## config.mk

```make
export PLATFORM = sky130hd
export DESIGN_NAME = pcie_scramble_ctrl
export DESIGN_NICKNAME = d
export VERILOG_FILES = /design/src/rtl/pcie_scr_pkg.sv /design/src/rtl/pcie_scramble_ctrl_lfsr.sv /design/src/rtl/pcie_scramble_ctrl.sv
export SDC_FILE = /design/constraint.sdc
export NUM_CORES = 1
export LEC_CHECK = 0
export ABC_AREA = 1
export CAP_MARGIN = 20
export CORE_MARGIN = 5
export CORE_UTILIZATION = 44
export DETAILED_ROUTE_END_ITERATION = 12
export PLACE_DENSITY_LB_ADDON = 0.12
export SLEW_MARGIN = 20
export SYNTH_ARGS = -nofsm -noshare
export SYNTH_HDL_FRONTEND = slang
export SYNTH_HIERARCHICAL = 1
export SYNTH_SLANG_ARGS = --single-unit
```

## constraint.sdc

```tcl
create_clock -name clk_i -period 2.44 [get_ports clk_i]
set_input_delay 0.488 -clock clk_i [delete_from_list [all_inputs] [get_ports clk_i]]
set_output_delay 0.488 -clock clk_i [all_outputs]
set_load 0.01 [all_outputs]
```

## src/rtl/pcie_scr_pkg.sv

```systemverilog
// Shared constants, FSM states and LFSR helpers for the PCIe Gen1/Gen2 transmit scrambler.
package pcie_scr_pkg;

  localparam logic [7:0] K_COM = 8'hBC;
  localparam logic [7:0] K_SKP = 8'h1C;
  localparam logic [7:0] K_FTS = 8'h3C;
  localparam logic [7:0] K_IDL = 8'h7C;
  localparam logic [7:0] K_PAD = 8'hF7;
  localparam logic [7:0] K_STP = 8'hFB;

  // Galois feedback for X^16+X^5+X^4+X^3+1
  localparam logic [15:0] LFSR_TAPS = 16'h0039;

  typedef enum logic [1:0] {LINK, OS_FIRST, TS_BODY} scr_state_e;

  function automatic logic [15:0] lfsr_next8(input logic [15:0] state16);
    logic [15:0] v;
    v = state16;
    for (int i = 0; i < 8; i++) begin
      v = {v[14:0], 1'b0} ^ (v[15] ? LFSR_TAPS : 16'h0000);
    end
    return v;
  endfunction

  // Bit i of the byte is the MSB seen before shift i, so the LSB leaves first
  function automatic logic [7:0] lfsr_byte(input logic [15:0] state16);
    logic [15:0] v;
    logic [7:0]  b;
    v = state16;
    b = 8'h00;
    for (int i = 0; i < 8; i++) begin
      b[i] = v[15];
      v    = {v[14:0], 1'b0} ^ (v[15] ? LFSR_TAPS : 16'h0000);
    end
    return b;
  endfunction

endpackage

```

## src/rtl/pcie_scramble_ctrl_lfsr.sv

```systemverilog
// Scrambler LFSR register: reseed or advance eight bit-times per symbol.
module pcie_lfsr8_step
  import pcie_scr_pkg::*;
#(
  parameter logic [15:0] SEED = 16'hFFFF
) (
  input  logic        clk_i,
  input  logic        system_reset,
  input  logic        seed_load,
  input  logic        advance,
  output logic [15:0] value,
  output logic [7:0]  scr_byte
);

  always_ff @(posedge clk_i or negedge system_reset) begin
    if (!system_reset) begin
      value <= SEED;
    end else if (seed_load) begin
      value <= SEED;
    end else if (advance) begin
      value <= lfsr_next8(value);
    end
  end

  assign scr_byte = lfsr_byte(value);

endmodule

```

## src/rtl/pcie_scramble_ctrl.sv

```systemverilog
// Symbol-rate scrambler sequencer: decides reseed/advance/hold and XOR per symbol,
// keeping TS1/TS2 bodies unscrambled. One registered output stage.
module pcie_scramble_ctrl
  import pcie_scr_pkg::*;
#(
  parameter logic [15:0] SEED   = 16'hFFFF,
  parameter int          TS_LEN = 16
) (
  input  logic        clk_i,
  input  logic        system_reset,
  input  logic        in_valid,
  output logic        in_ready,
  input  logic [7:0]  in_data,
  input  logic        in_k,
  input  logic        scramble_dis,
  output logic        out_valid,
  input  logic        out_ready,
  output logic [7:0]  out_data,
  output logic        out_k,
  output logic        os_active,
  output logic [15:0] lfsr_state
);

  localparam int CNT_W = $clog2(TS_LEN);

  scr_state_e       state, state_nxt;
  logic [CNT_W-1:0] cnt, cnt_nxt;
  logic             accept, is_com, is_skp, is_fts_idl;
  logic             seed_load, advance, scramble, os_nxt, link_rules;
  logic [7:0]       scr_byte;

  assign in_ready   = !out_valid || out_ready;
  assign accept     = in_valid && in_ready;
  assign is_com     = in_k && (in_data == K_COM);
  assign is_skp     = in_k && (in_data == K_SKP);
  assign is_fts_idl = in_k && ((in_data == K_FTS) || (in_data == K_IDL));

  pcie_lfsr8_step #(.SEED(SEED)) u_lfsr (
    .clk_i        (clk_i),
    .system_reset (system_reset),
    .seed_load    (seed_load),
    .advance      (advance),
    .value        (lfsr_state),
    .scr_byte     (scr_byte)
  );

  always_ff @(posedge clk_i or negedge system_reset) begin
    if (!system_reset) begin
      state <= LINK;
      cnt   <= '0;
    end else begin
      state <= state_nxt;
      cnt   <= cnt_nxt;
    end
  end

  always_comb begin
    state_nxt  = state;
    cnt_nxt    = cnt;
    seed_load  = 1'b0;
    advance    = 1'b0;
    scramble   = 1'b0;
    os_nxt     = 1'b0;
    link_rules = 1'b0;
    if (accept) begin
      if (is_com) begin
        seed_load = 1'b1;
        state_nxt = OS_FIRST;
      end else begin
        case (state)
          LINK: link_rules = 1'b1;
          OS_FIRST: begin
            if (is_skp || is_fts_idl) begin
              link_rules = 1'b1;
              state_nxt  = LINK;
            end else begin
              // first symbol after COM that is not SKP/FTS/IDL opens a TS body
              advance   = 1'b1;
              os_nxt    = 1'b1;
              cnt_nxt   = CNT_W'(TS_LEN - 2);
              state_nxt = TS_BODY;
            end
          end
          TS_BODY: begin
            advance = !is_skp;
            os_nxt  = 1'b1;
            cnt_nxt = cnt - CNT_W'(1);
            if (cnt == CNT_W'(1)) state_nxt = LINK;
          end
          default: state_nxt = LINK;
        endcase
        if (link_rules) begin
          advance  = !is_skp;
          scramble = !in_k && !scramble_dis;
        end
      end
    end
  end

  always_ff @(posedge clk_i or negedge system_reset) begin
    if (!system_reset) begin
      out_valid <= 1'b0;
      out_data  <= 8'h00;
      out_k     <= 1'b0;
      os_active <= 1'b0;
    end else begin
      if (in_ready) out_valid <= in_valid;
      if (accept) begin
        out_data  <= scramble ? (in_data ^ scr_byte) : in_data;
        out_k     <= in_k;
        os_active <= os_nxt;
      end
    end
  end

endmodule

```

; ---- Word-level counts from Yosys, hierarchy flattened
; Cells that the tools add are included.
; Widths: inputs -> output; s select.
[op_classes]
addsub = 1
eq_ne = 10
mux = 33
bitwise_logic = 10
reduce_logical = 17
[ops]
columns = op, n
row1 = $xor 16x16->16, 7
row2 = $mux 6, 8
row3 = $mux 16, 2
row4 = $xor 16x6->16, 1
row5 = $mux 1, 13
row6 = $eq 8x5->1 const B, 1
row7 = $eq 8x6->1 const B, 1
row8 = $eq 8x7->1 const B, 1
row9 = $eq 8x8->1 const B, 1
row10 = $mux 8, 1
row11 = $pmux 4 s2, 1
row12 = $xor 8x8->8, 1
row13 = $mux 2, 3
row14 = $pmux 1 s2, 3
row15 = $pmux 2 s3, 1
row16 = $logic_and 1x1->1, 5
row17 = $eq 4x1->1 const B, 1
row18 = $logic_not 1->1, 4
row19 = $mux 4, 1
row20 = $ne 2x2->1 const B, 2
row21 = $reduce_and 4->1, 1
row22 = $reduce_bool 2->1, 2
row23 = $sub 4x1->4 const B, 1
row24 = $logic_or 1x1->1, 3
row25 = other kinds (6), 6
[word_totals]
regBits = 33
out_inout_bits = 28
wordCells = 78

; ---- Depth between registers and ports, before layout
[logic_depth]
word_depth = 18
mapped_depth = 12
depth_no_buf = 12

; ---- Cells and area by module
; The synthesis kept the hierarchy.
[by_module_without_submodules]
columns = module, instances, cells_per_inst, area_per_inst_um2, seq_area_each_um2
row1 = pcie_scramble_ctrl, 1, 150, 1124.8, 425.4
row2 = pcie_lfsr8_step, 1, 154, 1081.0, 420.4

; ---- Worst setup path after synthesis
; Ideal clock, no wire load.
[synth_path]
path_type = in2reg
start = input out_ready
end = register u_lfsr.value[3]
setup_time_ns = 0.079
arrival_time_ns = 1.614
setup_slack_ns = 0.747
cell_stages = 11
n_path_buf = 1
cell_sequence = inv_1 > nand2_2 > nand2_4 > inv_1 > nand2_1 > a31o_2 > nor2_1 > inv_2 > buf_2 > a21oi_1 > nand2_1
[synth_between]
elab_chain_len = 4
[synth_lines]
columns = item, line
row1 = "start, declared", pcie_scramble_ctrl.sv:17  ; input logic out_ready,
row2 = $logic_or 1x1->1, pcie_scramble_ctrl.sv:32  ; assign in_ready = !out_valid || out_ready;
row3 = net in_ready, pcie_scramble_ctrl.sv:12  ; output logic in_ready,
row4 = $logic_and 1x1->1, pcie_scramble_ctrl.sv:33  ; assign accept = in_valid && in_ready;
row5 = $mux 1, pcie_scramble_ctrl.sv:65  ; if (accept) begin
row6 = net advance, pcie_scramble_ctrl.sv:29  ; logic seed_load, advance, scramble, os_nxt, link_rules;
row7 = $reduce_bool 2->1 (no source line), -
row8 = "end signal, assigned", pcie_scramble_ctrl_lfsr.sv:21  ; value <= lfsr_next8(value);
row9 = "end, declared", pcie_scramble_ctrl_lfsr.sv:11  ; output logic [15:0] value,
; The timed path passes the listed nets, and every way through them passes these cells.
; A chain may end at the register's enable or synchronous reset.

; ---- Worst setup path after layout
[layout_path]
start = input out_ready
end = output in_ready
[layout_between]
elab_chain_len = 1
[layout_lines]
columns = item, line
row1 = $logic_or 1x1->1, pcie_scramble_ctrl.sv:32
row2 = "end, declared", pcie_scramble_ctrl.sv:12
; Every way passes these cells.

==> metrics <==
Req. time, crit path=1950 ps; global-route wire length before repair=8.90 mm; Mapped Cells=304; Setup Buffers After CTS=0; Fin. Hold Viols=0; Top Family by Delay on Critical Path=buffers and inverters; RSZ-0062 raised after global routing=false; Hold Crit Class=reg2reg; Post-CTS Hold Fix Bufs=0; Critical Path Stages=4; port bufs=41; final wirelength=5.15 mm; Pint=0.00163 W; run status=completed; commonest non-fill, non-tap cell in the layout=nand2_1; gp weighted congestion=0.858; fin util=56.5%; Final Max Slew Viols=0; Worst slew margin=71.7%; CP arrival=1630 ps; leakage=1.34 nW; crit path max fanout=3; Tcrit/Tclk final=86.6%; worst-case clock buffer depth=2; worst path cell trace=clkdlybuf4s50_1 > inv_1 > nand2_2 > clkdlybuf4s50_1; hpwl dp=3.81 mm; r2r worst-path depth=9; CTS H-tree lvls=2; Max VDD drop=0.560 mV; die area=0.00653 sq mm; wire per inst=12.6 um; initial antenna violation count=0; met2 routed wirelength=2.37 mm; slew of the pin with the lowest slew margin=423 ps; clk sink count=33; Syn Area/Cell=7.26 sq um; overall die height=80.8 um; M1 WL=2.42 mm; synth unique cells=31; Synth Cell Area=0.00221 sq mm; max cap viols=0; Sw Share=39.4%; most frequent cells in the layout=nand2_1 (122), clkdlybuf4s50_1 (41), nand3_1 (26); Fillers=473; vias in the first global route=1,850; core area=0.00479 sq mm; element type at the critical path start=input port; setup TNS=0 ps; Crit-path slowest cell=clkdlybuf4s50_1; # diodes=0; CTS Buf Count=5; pin count of the biggest net entering global routing=34; clock slew at reported path FFs=60 ps; Final setup viols=0; Site Rows=25; Worst Hold Launch=out_data[7]; CP Class=in2out; CP endpoint kind=output pin; Initial DRC Count=77; # DRC=0; Worst Hold Depth=2; reg2reg setup slack=770 ps; DR top layer=met4; Die X=80.8 um; Crit. Startpoint=out_ready; drt first pass iters=4; fmax=0.473 GHz; via count=1,941; TritonCTS clock tree=built; power share of the clock group=15.6%; Worst Path Buf+Inv=3; delay of the slowest critical-path stage=540 ps; Worst Skew=9.54 ps; share of cells above drive strength 1=14.4%; metal3 WL=284 um; clk root buf=clkbuf_8; DR vias/cell=4.76; fin crit period=2110 ps; sequential fraction of the synthesis area=38.3%; Detail Route Antenna Nets=0; grt ovf=0; area leader, netlist=nand2_1; Final nets=359; Synthesis Warnings=6; most frequent CP cell=clkdlybuf4s50_1; later-pin clock latency in the skew report=280 ps; post-CTS sizing=0; Starting Density=46.1%; Seq pwr share=40.6%; Switch Pwr=0.00106 W; Comb pwr share=43.8%; Layout Area Growth over Synthesis=22.5%; Synth top area share=20.8%; P per Cell Area=992 mW/mm^2; total nets after synthesis=323; GRT Overall Usage=17.5%; Seq cells post-synth=33; io pins=42; largest cells by area after synthesis=nand2_1 (21%), dfrtp_1 (19%), dfstp_2 (19%); Critical R2R Launch=state[1]
-- power groups by stage --
stage	sequential (W)	clock [W]	combinational (W)
after global routing	0.00113	0.000466	0.00134
after floorplan	0.000997	0	0.000884
after CTS	0.00109	0.000441	0.00119
final	0.00109	0.000419	0.00118
after global placement	0.00110	0	0.00116
after detailed placement	0.00110	0	0.00118
-- state kept, by name, summed over array words and instances, names as in the netlist --
signal and flops:
out_valid 1, state 2, cnt 4, u_lfsr/value 16, out_k 1, os_active 1, out_data 8
-- kinds of logic after synthesis --
logic type / synth area share (%)
and+or+nand+nor: 32.2
buffers and inverters: 12.3
DFF: 38.3
adders and majority gates: 2.84
AOI/OAI and AO/OA: 8.39
xor gates and xnor gates: 5.96
-- tightest hold or removal path: cells and delay by family (launching register included) --
family           cells  cell delay (ps)
flip-flops           1              340
AND/OR/NAND/NOR      2              100
-- stage by stage --
| stage | instance area [sq um] | std cells | hold WS, ps | setup slack (ps) | power [W] |
|---|---|---|---|---|---|
| after floorplan | 2210 | 304 | 192 | 747 | 0.00188 |
| after global placement | 2610 | 400 | 465 | 162 | 0.00226 |
| after detailed placement | 2610 | 400 | 466 | 153 | 0.00228 |
| after CTS | 2700 | 408 | 483 | 312 | 0.00272 |
| after global routing | 2700 | 408 | 499 | 218 | 0.00294 |
| final | 2700 | 408 | 476 | 326 | 0.00268 |
-- metal layers --
metal / global-route usage [%] / vias up
met1: 22.2 / 863
met5: 0 / -
met2: 29.6 / 58
met3: 4.10 / 10
li1: - / 1010
met4: 5.24 / 0
-- cell usage after synthesis (all sizes together) --
cell type,count
a31o,1
clkinv,1
dfstp,16
nor3,1
nor2,9
buf,17
nand3,26
dfrtp,17
o31ai,1
o21ai,12
or2,1
nand2,126
clkbuf,2
xor2,10
xnor2,5
inv,32
nand4,1
a22o,1
a21oi,20
ha,5
-- worst paths after layout --
path	to
min	out_data[7]
min in group asynchronous	state[1]
max in group asynchronous	u_lfsr/value[6]
max reg2reg	u_lfsr/value[0]
max	in_ready
min reg2reg	out_data[7]
-- final cells by class --
type	count	area [sq um]	area share (%)
timing repair buffer	48	463	17.1
clock buffer	8	90.1	3.33
sequential	33	846	31.3
inverter	33	131	4.86
multi-input combinational	219	1090	40.3
tap	67	83.8	3.10
(Power assumes the default switching activity.)
